<file path="src/rtl/executor_giro.sv">
// Turn-manoeuvre executor: dead-time pause, timed motor drive, front-path check
// with bounded retries, and completion/failure reporting to the top controller.
module executor_giro #(
    parameter int TEMPO_PAUSA    = 4,
    parameter int TEMPO_GIRO     = 16,
    parameter int MAX_TENTATIVAS = 3,
    parameter int LARG_CONT      = 8
) (
    input  logic Clock,
    input  logic Reset_n,
    input  logic Comando_Girar,
    input  logic Sensor_Direito,
    input  logic Sensor_Esquerdo,
    input  logic Sensor_Frontal,
    input  logic Saida_Erro,
    output logic Motor_Esq_Frente,
    output logic Motor_Esq_Tras,
    output logic Motor_Dir_Frente,
    output logic Motor_Dir_Tras,
    output logic Girando,
    output logic Giro_Concluido,
    output logic Giro_Falhou
);
    // state     | meaning
    // OCIOSO    | idle, waiting for a turn request
    // PAUSA     | motors off, dead-time before an attempt
    // GIRO      | driving the motors for the latched duration
    // VERIFICA  | one cycle, sample the front sensor
    // CONCLUIDO | one-cycle success report
    // FALHA     | all attempts blocked, held until request drops
    typedef enum logic [2:0] {
        OCIOSO, PAUSA, GIRO, VERIFICA, CONCLUIDO, FALHA
    } estado_t;

    localparam int LARG_TENT = $clog2(MAX_TENTATIVAS + 1);
    localparam logic [LARG_CONT-1:0] CARGA_PAUSA = LARG_CONT'(TEMPO_PAUSA - 1);
    localparam logic [LARG_CONT-1:0] CARGA_GIRO  = LARG_CONT'(TEMPO_GIRO - 1);
    localparam logic [LARG_CONT-1:0] CARGA_LONGO = LARG_CONT'(2 * TEMPO_GIRO - 1);
    localparam logic [LARG_TENT-1:0] TENT_MAX    = LARG_TENT'(MAX_TENTATIVAS);

    estado_t              estado_q, estado_d;
    logic [LARG_CONT-1:0] cont_q, cont_d;
    logic [LARG_TENT-1:0] tent_q, tent_d;
    logic                 dir_q, dir_d;      // 1 = right turn
    logic                 longo_q, longo_d;  // 1 = about-face, double duration
    logic [3:0]           motor_q, motor_d;  // {esq_frente, esq_tras, dir_frente, dir_tras}
    logic                 girando_q, girando_d;
    logic                 concl_q, concl_d;
    logic                 falhou_q, falhou_d;

    always_ff @(posedge Clock or negedge Reset_n) begin
        if (!Reset_n) begin
            estado_q  <= OCIOSO;
            cont_q    <= '0;
            tent_q    <= '0;
            dir_q     <= 1'b0;
            longo_q   <= 1'b0;
            motor_q   <= '0;
            girando_q <= 1'b0;
            concl_q   <= 1'b0;
            falhou_q  <= 1'b0;
        end else begin
            estado_q  <= estado_d;
            cont_q    <= cont_d;
            tent_q    <= tent_d;
            dir_q     <= dir_d;
            longo_q   <= longo_d;
            motor_q   <= motor_d;
            girando_q <= girando_d;
            concl_q   <= concl_d;
            falhou_q  <= falhou_d;
        end
    end

    always_comb begin
        estado_d = estado_q;
        cont_d   = (cont_q == '0) ? '0 : cont_q - LARG_CONT'(1);
        tent_d   = tent_q;
        dir_d    = dir_q;
        longo_d  = longo_q;

        case (estado_q)
            OCIOSO: begin
                if (Comando_Girar && !Saida_Erro) begin
                    estado_d = PAUSA;
                    cont_d   = CARGA_PAUSA;
                    tent_d   = LARG_TENT'(1);
                    dir_d    = Sensor_Esquerdo & ~Sensor_Direito;
                    longo_d  = Sensor_Esquerdo & Sensor_Direito;
                end
            end
            PAUSA: begin
                if (cont_q == '0) begin
                    estado_d = GIRO;
                    cont_d   = longo_q ? CARGA_LONGO : CARGA_GIRO;
                end
            end
            GIRO: begin
                if (cont_q == '0) begin
                    estado_d = VERIFICA;
                    cont_d   = '0;
                end
            end
            VERIFICA: begin
                cont_d = '0;
                if (!Sensor_Frontal) begin
                    estado_d = CONCLUIDO;
                end else if (tent_q < TENT_MAX) begin
                    estado_d = PAUSA;
                    cont_d   = CARGA_PAUSA;
                    tent_d   = tent_q + LARG_TENT'(1);
                end else begin
                    estado_d = FALHA;
                end
            end
            CONCLUIDO: begin
                estado_d = OCIOSO;
                cont_d   = '0;
            end
            FALHA: begin
                if (!Comando_Girar) begin
                    estado_d = OCIOSO;
                    cont_d   = '0;
                end
            end
            default: begin
                estado_d = OCIOSO;
                cont_d   = '0;
            end
        endcase

        // System error overrides every in-flight decision, including VERIFICA
        if (Saida_Erro && (estado_q == PAUSA || estado_q == GIRO ||
                           estado_q == VERIFICA || estado_q == CONCLUIDO)) begin
            estado_d = OCIOSO;
            cont_d   = '0;
            tent_d   = '0;
        end

        // Outputs follow the next state so they change on the same edge as the state
        motor_d   = '0;
        if (estado_d == GIRO) begin
            motor_d = dir_d ? 4'b1001 : 4'b0110;
        end
        girando_d = (estado_d == PAUSA) || (estado_d == GIRO) || (estado_d == VERIFICA);
        concl_d   = (estado_d == CONCLUIDO);
        falhou_d  = (estado_d == FALHA);
    end

    assign Motor_Esq_Frente = motor_q[3];
    assign Motor_Esq_Tras   = motor_q[2];
    assign Motor_Dir_Frente = motor_q[1];
    assign Motor_Dir_Tras   = motor_q[0];
    assign Girando          = girando_q;
    assign Giro_Concluido   = concl_q;
    assign Giro_Falhou      = falhou_q;
endmodule

</file>
<file path="config.mk">
export PLATFORM = sky130hd
export DESIGN_NAME = executor_giro
export DESIGN_NICKNAME = d
export VERILOG_FILES = /design/src/rtl/executor_giro.sv
export SDC_FILE = /design/constraint.sdc
export NUM_CORES = 1
export LEC_CHECK = 0
export BUFFER_PORTS_ARGS = -buffer_cell sky130_fd_sc_hd__clkbuf_2
export CAP_MARGIN = 20
export CORE_MARGIN = 4
export CORE_UTILIZATION = 45
export CTS_BUF_LIST = sky130_fd_sc_hd__clkbuf_8 sky130_fd_sc_hd__clkbuf_16
export DETAILED_ROUTE_END_ITERATION = 12
export GPL_ROUTABILITY_DRIVEN = 1
export PLACE_DENSITY = 0.66
export SYNTH_ARGS = -nofsm -noshare
export SYNTH_HDL_FRONTEND = slang
export SYNTH_SLANG_ARGS = --single-unit
</file>
<file path="constraint.sdc">
create_clock -name Clock -period 4.1 [get_ports Clock]
set_input_delay 0.82 -clock Clock [delete_from_list [all_inputs] [get_ports Clock]]
set_output_delay 0.82 -clock Clock [all_outputs]
set_load 0.05 [all_outputs]
</file>
== After elaboration in Yosys (flattened, before gate mapping) ==
Cells that the tools add are included.

* Add/subtract/negate cells: 2
* Magnitude comparators: 1
* Equal/unequal tests: 13
* Muxes and demuxes: 27
* Bitwise operators: 3
* Reduce and logical (&&, ||, !) cells: 13

{| class="wikitable"
|+ Operators with widths
! kind !! number
|-
| $mux W8 || 6
|-
| $pmux W8 S5 || 1
|-
| $mux W3 || 7
|-
| $pmux W3 S5 || 1
|-
| $eq A3 B2 Y1 const B || 4
|-
| $eq A3 B3 Y1 const B || 4
|-
| $mux W2 || 6
|-
| $logic_not A8 Y1 || 1
|-
| $mux W4 || 2
|-
| $sub A8 B1 Y8 const B || 1
|-
| $eq A3 B1 Y1 const B || 2
|-
| $ne A3 B2 Y1 const B || 2
|-
| $logic_or A1 B1 Y1 || 5
|-
| $mux W5 || 1
|-
| $pmux W2 S2 || 1
|-
| $reduce_and A4 Y1 || 1
|-
| $logic_not A3 Y1 || 1
|-
| $ne A3 B3 Y1 const B || 1
|-
| $reduce_bool A3 Y1 || 1
|-
| $add A2 B1 Y2 const B || 1
|-
| $and A1 B1 Y1 || 2
|-
| $logic_and A1 B1 Y1 || 2
|-
| $lt A2 B2 Y1 const B || 1
|-
| $mux W1 || 2
|-
| 3 further kinds || 3
|}

* Bits in registers: 22
* Input bits: 7
* Word-level logic and storage cells: 68

== Depth between registers and ports, before layout ==
Gate-level depths: netlist of run 1.

* Depth after elaboration: 9
* Depth in mapped cells: 7
* Mapped depth without buffers: 7

== Least setup slack after synthesis of run 1 ==
No wires, ideal clock.

* Path kind: input-to-reg
* Start point: input Saida_Erro
* End point: register tent_q[1]
* Setup time: 0.128 ns
* Data arrival time: 2.096 ns
* Data required time: 3.972 ns
* Slack: 1.877 ns
* Stages: 5
* Buffers on the path: 1
* Path through: buf_2 -> or4b_4 -> and3_4 -> o32ai_2 -> mux2_1

* Longest elaborated chain between the ends: 4
* Elaborated cells between the ends (all ways): 9

{| class="wikitable"
|+ Ends and longest elaborated chain
! element !! line !! RTL
|-
| start, declared || 15 || <nowiki>input logic Saida_Erro,</nowiki>
|-
| $logic_not A1 Y1 || 84 || <nowiki>if (Comando_Girar && !Saida_Erro) begin</nowiki>
|-
| $logic_and A1 B1 Y1 || 84 ||
|-
| $ne A3 B3 Y1 (no source line) || - ||
|-
| $reduce_and A4 Y1 (no source line) || - ||
|-
| end signal, assigned || 65 || <nowiki>tent_q <= tent_d;</nowiki>
|-
| end, declared || 43 || <nowiki>logic [LARG_TENT-1:0] tent_q, tent_d;</nowiki>
|}

Parallel ways exist; a longest one is shown, timed or not.
A chain may end at the register's enable or synchronous reset.

== Worst setup path in the final report of run 1 ==
Ends and elaborated chain as after synthesis.

==> results.tsv, run 1 <==
stage	metric	value	unit
sta	tightest_slew	495	ps
min_path	hp-class	reg2reg	
sta	setup_viol	0	
synthesis	synthCells	128	
clocking	cts_buffers	3	
detailed_routing	drc	0	
sta	fin_ws	2040	ps
clocking	cts_resized	0	
sta	fmax	486	MHz
sta	fin_worst_skew	4.40	ps
global_route	grt_pass1_wl	3890	um
detailed_routing	antenna_left	0	
critical_path	end_kind	flop	
critical_path	cp_data_required_time	4240	ps
power_and_ir_drop	leakagePower	0.000615	uW
sta	fin_crit	2060	ps
sta	setup_tns	0	ps
clocking	cts_root_buf	clkbuf_8	
power_and_ir_drop	p_int	480	uW
power_and_ir_drop	powerDensity	620	mW/mm^2
die	fp.dieH	59.1	um
layout	num-fill-cells	242	
place	port_buffers	13	
clocking	h-tree-depth	1	
critical_path	critPathKind	in2reg	
global_route	grt_start_max_net_pins	21	
power_and_ir_drop	pwr-share-clk	18.4	%
critical_path	crit_chain	clkbuf_2 -> or4b_4 -> and3_4 -> o32ai_2 -> mux2_1	
sta	hold_ws	500	ps
layout	final_area	0.00128	mm^2
layout	layout.nets	148	
critical_path	start_kind	primary input	
die	placementRows	18	
place	pre_cts_ws	1780	ps
clocking	clk_path_buf_depth	2	
power_and_ir_drop	power_frac_seq	39.3	%
place	place.gp.congestion	0.791	
clocking	cts_tree	yes	
global_route	grt_pass1_vias	932	
clocking	post-cts-setup-buffer-count	0	
critical_path	cpPeakStageDelay	540	ps
power_and_ir_drop	pwr-share-comb	42.3	%
place	hpwl	1710	um
synthesis	yosysSeqAreaShare	42.6	%
detailed_routing	vias	922	
critical_path	arrival	2200	ps
critical_path	crit_buf_inv	1	
die	io_pins	14	
detailed_routing	vias_per_cell	5.52	
sta	report.final.slew_viol_count	0	
detailed_routing	post_drt_wl_per_cell	13.3	um
layout	areaGrowthSynthToFinish	9.17	%
die	core_area	0.00248	mm^2
sta	period_share	50.2	%
synthesis	synth.net_count	138	
critical_path	cpMaxStageDelayCell	or4b_4	
global_route	globalRouteTotalUtil	14.9	%
sta	finalHoldViolations	0	
global_route	overflow	0	
die	dieArea	0.00349	mm^2
layout	n_antenna_cell	0	
sta	relSlewSlack	67.0	%
job	max_cap_violations	0	
clocking	hold_buffers	0	
synthesis	netlist_area	0.00117	mm^2
clocking	clk_latency	260	ps
critical_path	critPathMaxFanout	9	
global_route	antenna_found_initial	0	
sta	rsz0062_at_grt	no	
synthesis	yosys_register_bits	20	
power_and_ir_drop	ir_drop	0.408	mV
detailed_routing	drtIter0Drc	27	
layout	drive_gt1_share	18.2	%
synthesis	synth_warnings	0	
place	place_area	0.00123	mm^2
clocking	clkTransAtPathRegs	70	ps
detailed_routing	dr.pass1.iters	6	
status	status	finished, final reports clean	
synthesis	synth_cell_types	39	
power_and_ir_drop	switchingPower	315	uW
power_and_ir_drop	sw_frac_of_total	39.6	%
die	die-width	59.1	um
critical_path	crit_family	simple AND/OR/NAND/NOR gates	
clocking	cts.sinks	20	
synthesis	async_flop_share	100	%
synthesis	synth_flop_cell	dfrtp_1	
die	initial_utilization	47.4	%
detailed_routing	drt-total-wl	2210	um
synthesis	avgSynthCellArea	9.17	um^2
synthesis	synth-edff-count	0	
==> placed cells by master (no fill, tap or decap), types with 2 or more instances in the layout <==
| cell type | Yosys | routed |
|---|---|---|
| nor2_1 | 15 | 15 |
| o21ai_0 | 9 | 9 |
| nand3_1 | 4 | 4 |
| nor2b_1 | 2 | 2 |
| inv_1 | 7 | 7 |
| dfrtp_1 | 20 | 20 |
| nand2b_1 | 2 | 2 |
| and3_1 | 2 | 2 |
| nor3_1 | 2 | 2 |
| and2_1 | 2 | 2 |
| o21a_1 | 2 | 2 |
| ha_1 | 3 | 3 |
| xnor2_1 | 2 | 2 |
| clkbuf_8 | 0 | 4 |
| clkbuf_2 | 0 | 13 |
| nand2_1 | 13 | 13 |
| xor2_1 | 5 | 5 |
| o21ai_1 | 2 | 2 |
| a21oi_1 | 9 | 9 |
| o32ai_2 | 2 | 2 |
==> routing by layer <==
metal / up-vias / part of all wire (%) / track usage [%]
li1: 455 / - / -
met1: 444 / 44 / 17.4
met2: 19 / 50 / 24.8
met3: 4 / 4.5 / 4.79
met4: 0 / 1.6 / 6.80
met5: - / 0 / 0
==> final timing paths <==
kind | to | slack [ps] | cells after the start | start
setup / recovery | tent_q[1] | 2040 | 5 | Saida_Erro
hold / removal | tent_q[1] | 500 | 1 | tent_q[1]
setup reg to reg | tent_q[1] | 2110 | 4 | estado_q[0]
hold reg to reg | tent_q[1] | 500 | 1 | tent_q[1]
max in group asynchronous | estado_q[2] | 3250 | 1 | Reset_n
min in group asynchronous | cont_q[3] | 510 | 1 | Reset_n
==> through the flow <==
step,instances,util (%),power [uW]
after detailed placement,163,49.5,654
after CTS,167,51.7,806
after floorplan,128,-,593
after global routing,167,51.7,867
final,167,51.7,794
after global placement,163,49.5,640
==> cell families after synthesis <==
family	Yosys count	synth area share, %
simple gates	51	23.0
compound gates	30	17.6
flops	20	42.6
buf+inv	15	6.50
xor+xnor	7	5.22
fa+ha+maj	3	3.20
mux	2	1.81
==> state kept, by name, indices dropped and copies added, names as in the netlist <==
signal,flops
tent_q,2
estado_q,3
Giro_Concluido,1
dir_q,1
cont_q,8
motor_q,2
Giro_Falhou,1
longo_q,1
Girando,1
==> final cells by class <==
class                           instances  area (um^2)  area share [%]
Clock buffer                            4         55.1            4.30
Inverter                                7         26.3            2.05
Multi-Input combinational cell         93          597            46.6
Sequential cell                        20          500            39.1
Tap cell                               30         37.5            2.93
Timing Repair Buffer                   13         65.1            5.08
==> power by group through the flow <==
stage / registers, uW / clock network (uW) / logic (uW)
5_1_grt: 321 / 162 / 384
4_1_cts: 312 / 154 / 340
3_3_place_gp: 312 / 0 / 328
6_report: 312 / 146 / 336
3_5_place_dp: 316 / 0 / 338
2_1_floorplan: 307 / 0 / 287
==> Yosys cell counts (2+ instances only) <==
cell | number | area share, %
dfrtp_1 | 20 | 43
nor2_1 | 15 | 4.8
nand2_1 | 13 | 4.2
a21oi_1 | 9 | 3.8
o21ai_0 | 9 | 3.8
inv_1 | 7 | 2.2
xor2_1 | 5 | 3.7
buf_2 | 4 | 1.7
nand3_1 | 4 | 1.7
ha_1 | 3 | 3.2
and2_1 | 2 | 1.1
and3_1 | 2 | 1.1
buf_4 | 2 | 1.3
nand2b_1 | 2 | 1.1
nor2b_1 | 2 | 1.1
nor3_1 | 2 | 0.85
o21a_1 | 2 | 1.3
o21ai_1 | 2 | 0.85
o32ai_2 | 2 | 2.8
xnor2_1 | 2 | 1.5
Power figures use the tool's default switching activity.
==> run 2: changes to the inputs <==
- clock period: 4.1 -> 2.1 ns (I/O delays scaled with it)
==> run 2 against run 1 <==
Against the previous run: combinational power up 130%; highest routed layer unchanged; hold slack worse by 380 ps; largest power group unchanged; critical endpoint is now Girando; worst setup slack worse by 1800 ps; cell count up 3.6%; clock skew down 3.5 ps.
==> results.tsv, run 2 (same netlist as run 1, synthesis figures left out) <==
stage	metric	value	unit
detailed_routing	drt-total-wl	2330	um
die	placementRows	18	
min_path	hp-class	in2async	
layout	final_cell_mix	20 x dfrtp_1, 15 x nor2_1, 13 x nand2_1, 13 x clkbuf_2	
layout	areaGrowthSynthToFinish	14.4	%
global_route	overflow	0	
clocking	cts_tree	yes	
detailed_routing	post_drt_wl_per_cell	13.4	um
detailed_routing	drc	0	
layout	ff_latch_area	500	um^2
status	status	finished, final reports clean	
clocking	clkTransAtPathRegs	70	ps
detailed_routing	drtIter0Drc	18	
critical_path	reg2reg_depth	7	
critical_path	start_kind	flop	
clocking	h-tree-depth	1	
critical_path	cpMaxStageDelayCell	dfrtp_1	
global_route	globalRouteTotalUtil	14.8	%
clocking	cts_resized	0	
global_route	grt_pass1_wl	4000	um
die	core_area	0.00248	mm^2
die	initial_utilization	47.4	%
job	max_cap_violations	0	
critical_path	crit_chain	inv_1 -> ha_1 -> nor3b_1 -> and2_1 -> mux2i_1 -> a21boi_2 -> o21a_1	
global_route	antenna_found_initial	0	
critical_path	rrSetupSlack	230	ps
layout	drive_gt1_share	21.7	%
sta	tightest_slew	512	ps
detailed_routing	vias_per_cell	5.46	
sta	fin_crit	1870	ps
place	place.gp.congestion	0.856	
critical_path	critPathKind	reg2reg	
die	io_pins	14	
critical_path	cpPeakStageDelay	380	ps
clocking	cts.sinks	20	
critical_path	crit_family	simple AND/OR/NAND/NOR gates	
detailed_routing	antenna_left	0	
clocking	clk_latency	250	ps
sta	period_share	89.3	%
sta	fmax	533	MHz
critical_path	regToRegStartpoint	cont_q[0]	
sta	setup_viol	0	
place	hpwl	1770	um
layout	final_common_cell	dfrtp_1	
critical_path	cp_data_required_time	2250	ps
detailed_routing	vias	944	
sta	rsz0062_at_grt	no	
critical_path	end_kind	flop	
critical_path	arrival	2030	ps
detailed_routing	dr.pass1.iters	4	
global_route	grt_start_max_net_pins	21	
clocking	cts_buffers	3	
clocking	clk_path_buf_depth	2	
place	port_buffers	13	
sta	fin_worst_skew	0.865	ps
sta	relSlewSlack	65.9	%
layout	multi_input_area	597	um^2
layout	layout.nets	154	
critical_path	critPathMaxFanout	4	
layout	final_util	54.2	%
power_and_ir_drop	powerDensity	1280	mW/mm^2
layout	largest_register	cont_q	
power_and_ir_drop	ir_drop	0.907	mV
layout	num-fill-cells	232	
clocking	hold_buffers	0	
clocking	post-cts-setup-buffer-count	0	
layout	largest_register_ffs	8	
layout	reg_top3	cont_q: 8 flops, estado_q: 3 flops	
critical_path	r2r_end	Girando	
sta	finalHoldViolations	0	
sta	report.final.slew_viol_count	0	
die	dieArea	0.00349	mm^2
global_route	grt_pass1_vias	965	
die	fp.dieH	59.1	um
sta	setup_tns	0	ps
power_and_ir_drop	leakagePower	0.000654	uW
die	die-width	59.1	um
layout	n_antenna_cell	0	
clocking	cts_root_buf	clkbuf_8	
critical_path	crit_buf_inv	1	
## run 2: through the flow
step / area, um^2 / instances / hold WS (ps) / setup WS (ps) / power [uW]
2_1_floorplan: 1170 / 128 / 124 / 277 / 1160
3_3_place_gp: 1270 / 169 / 413 / 225 / 1310
3_5_place_dp: 1270 / 169 / 418 / 196 / 1340
4_1_cts: 1340 / 173 / 133 / 222 / 1730
5_1_grt: 1340 / 173 / 144 / 70.0 / 1850
6_report: 1340 / 173 / 121 / 225 / 1710
## run 2: where the power goes
part	leakage (uW)	switching (uW)	total [uW]	internal [uW]
registers	0.000261	79.6	572	492
logic	0.000357	432	760	328
clock network	0.0000357	126	380	254
## run 2: cell type report
| cell class | count | area share [%] |
|---|---|---|
| Clock buffer | 3 | 3.08 |
| Clock inverter | 1 | 2.24 |
| Inverter | 7 | 1.96 |
| Multi-Input combinational cell | 93 | 44.5 |
| Sequential cell | 20 | 37.3 |
| Tap cell | 30 | 2.80 |
| Timing Repair Buffer | 19 | 8.20 |
## run 2: worst register-to-register path, stage by stage, from the launching register on
cell and delay, ps:
dfrtp_1 380, inv_1 90, ha_1 150, nor3b_1 250, and2_1 210, mux2i_1 350
a21boi_2 140, o21a_1 190
## run 2: routing by layer
| metal | wire length [um] | track usage (%) | share of wire, % | vias up |
|---|---|---|---|---|
| li1 | - | - | - | 464 |
| met1 | 1040 | 18.3 | 45 | 450 |
| met2 | 1170 | 25.2 | 50 | 26 |
| met3 | 91 | 2.83 | 3.9 | 4 |
| met4 | 20 | 6.15 | 0.86 | 0 |
| met5 | 0 | 0 | 0 | - |
## run 2: worst max path at each step
stage | startpoint | endpoint | cells after the start
after global routing | cont_q[0] | Girando | 7
after detailed placement | Saida_Erro | tent_q[1] | 5
after CTS | cont_q[0] | Girando | 7
after global placement | Saida_Erro | tent_q[1] | 5
final | cont_q[0] | Girando | 7
after floorplan | Saida_Erro | tent_q[1] | 5
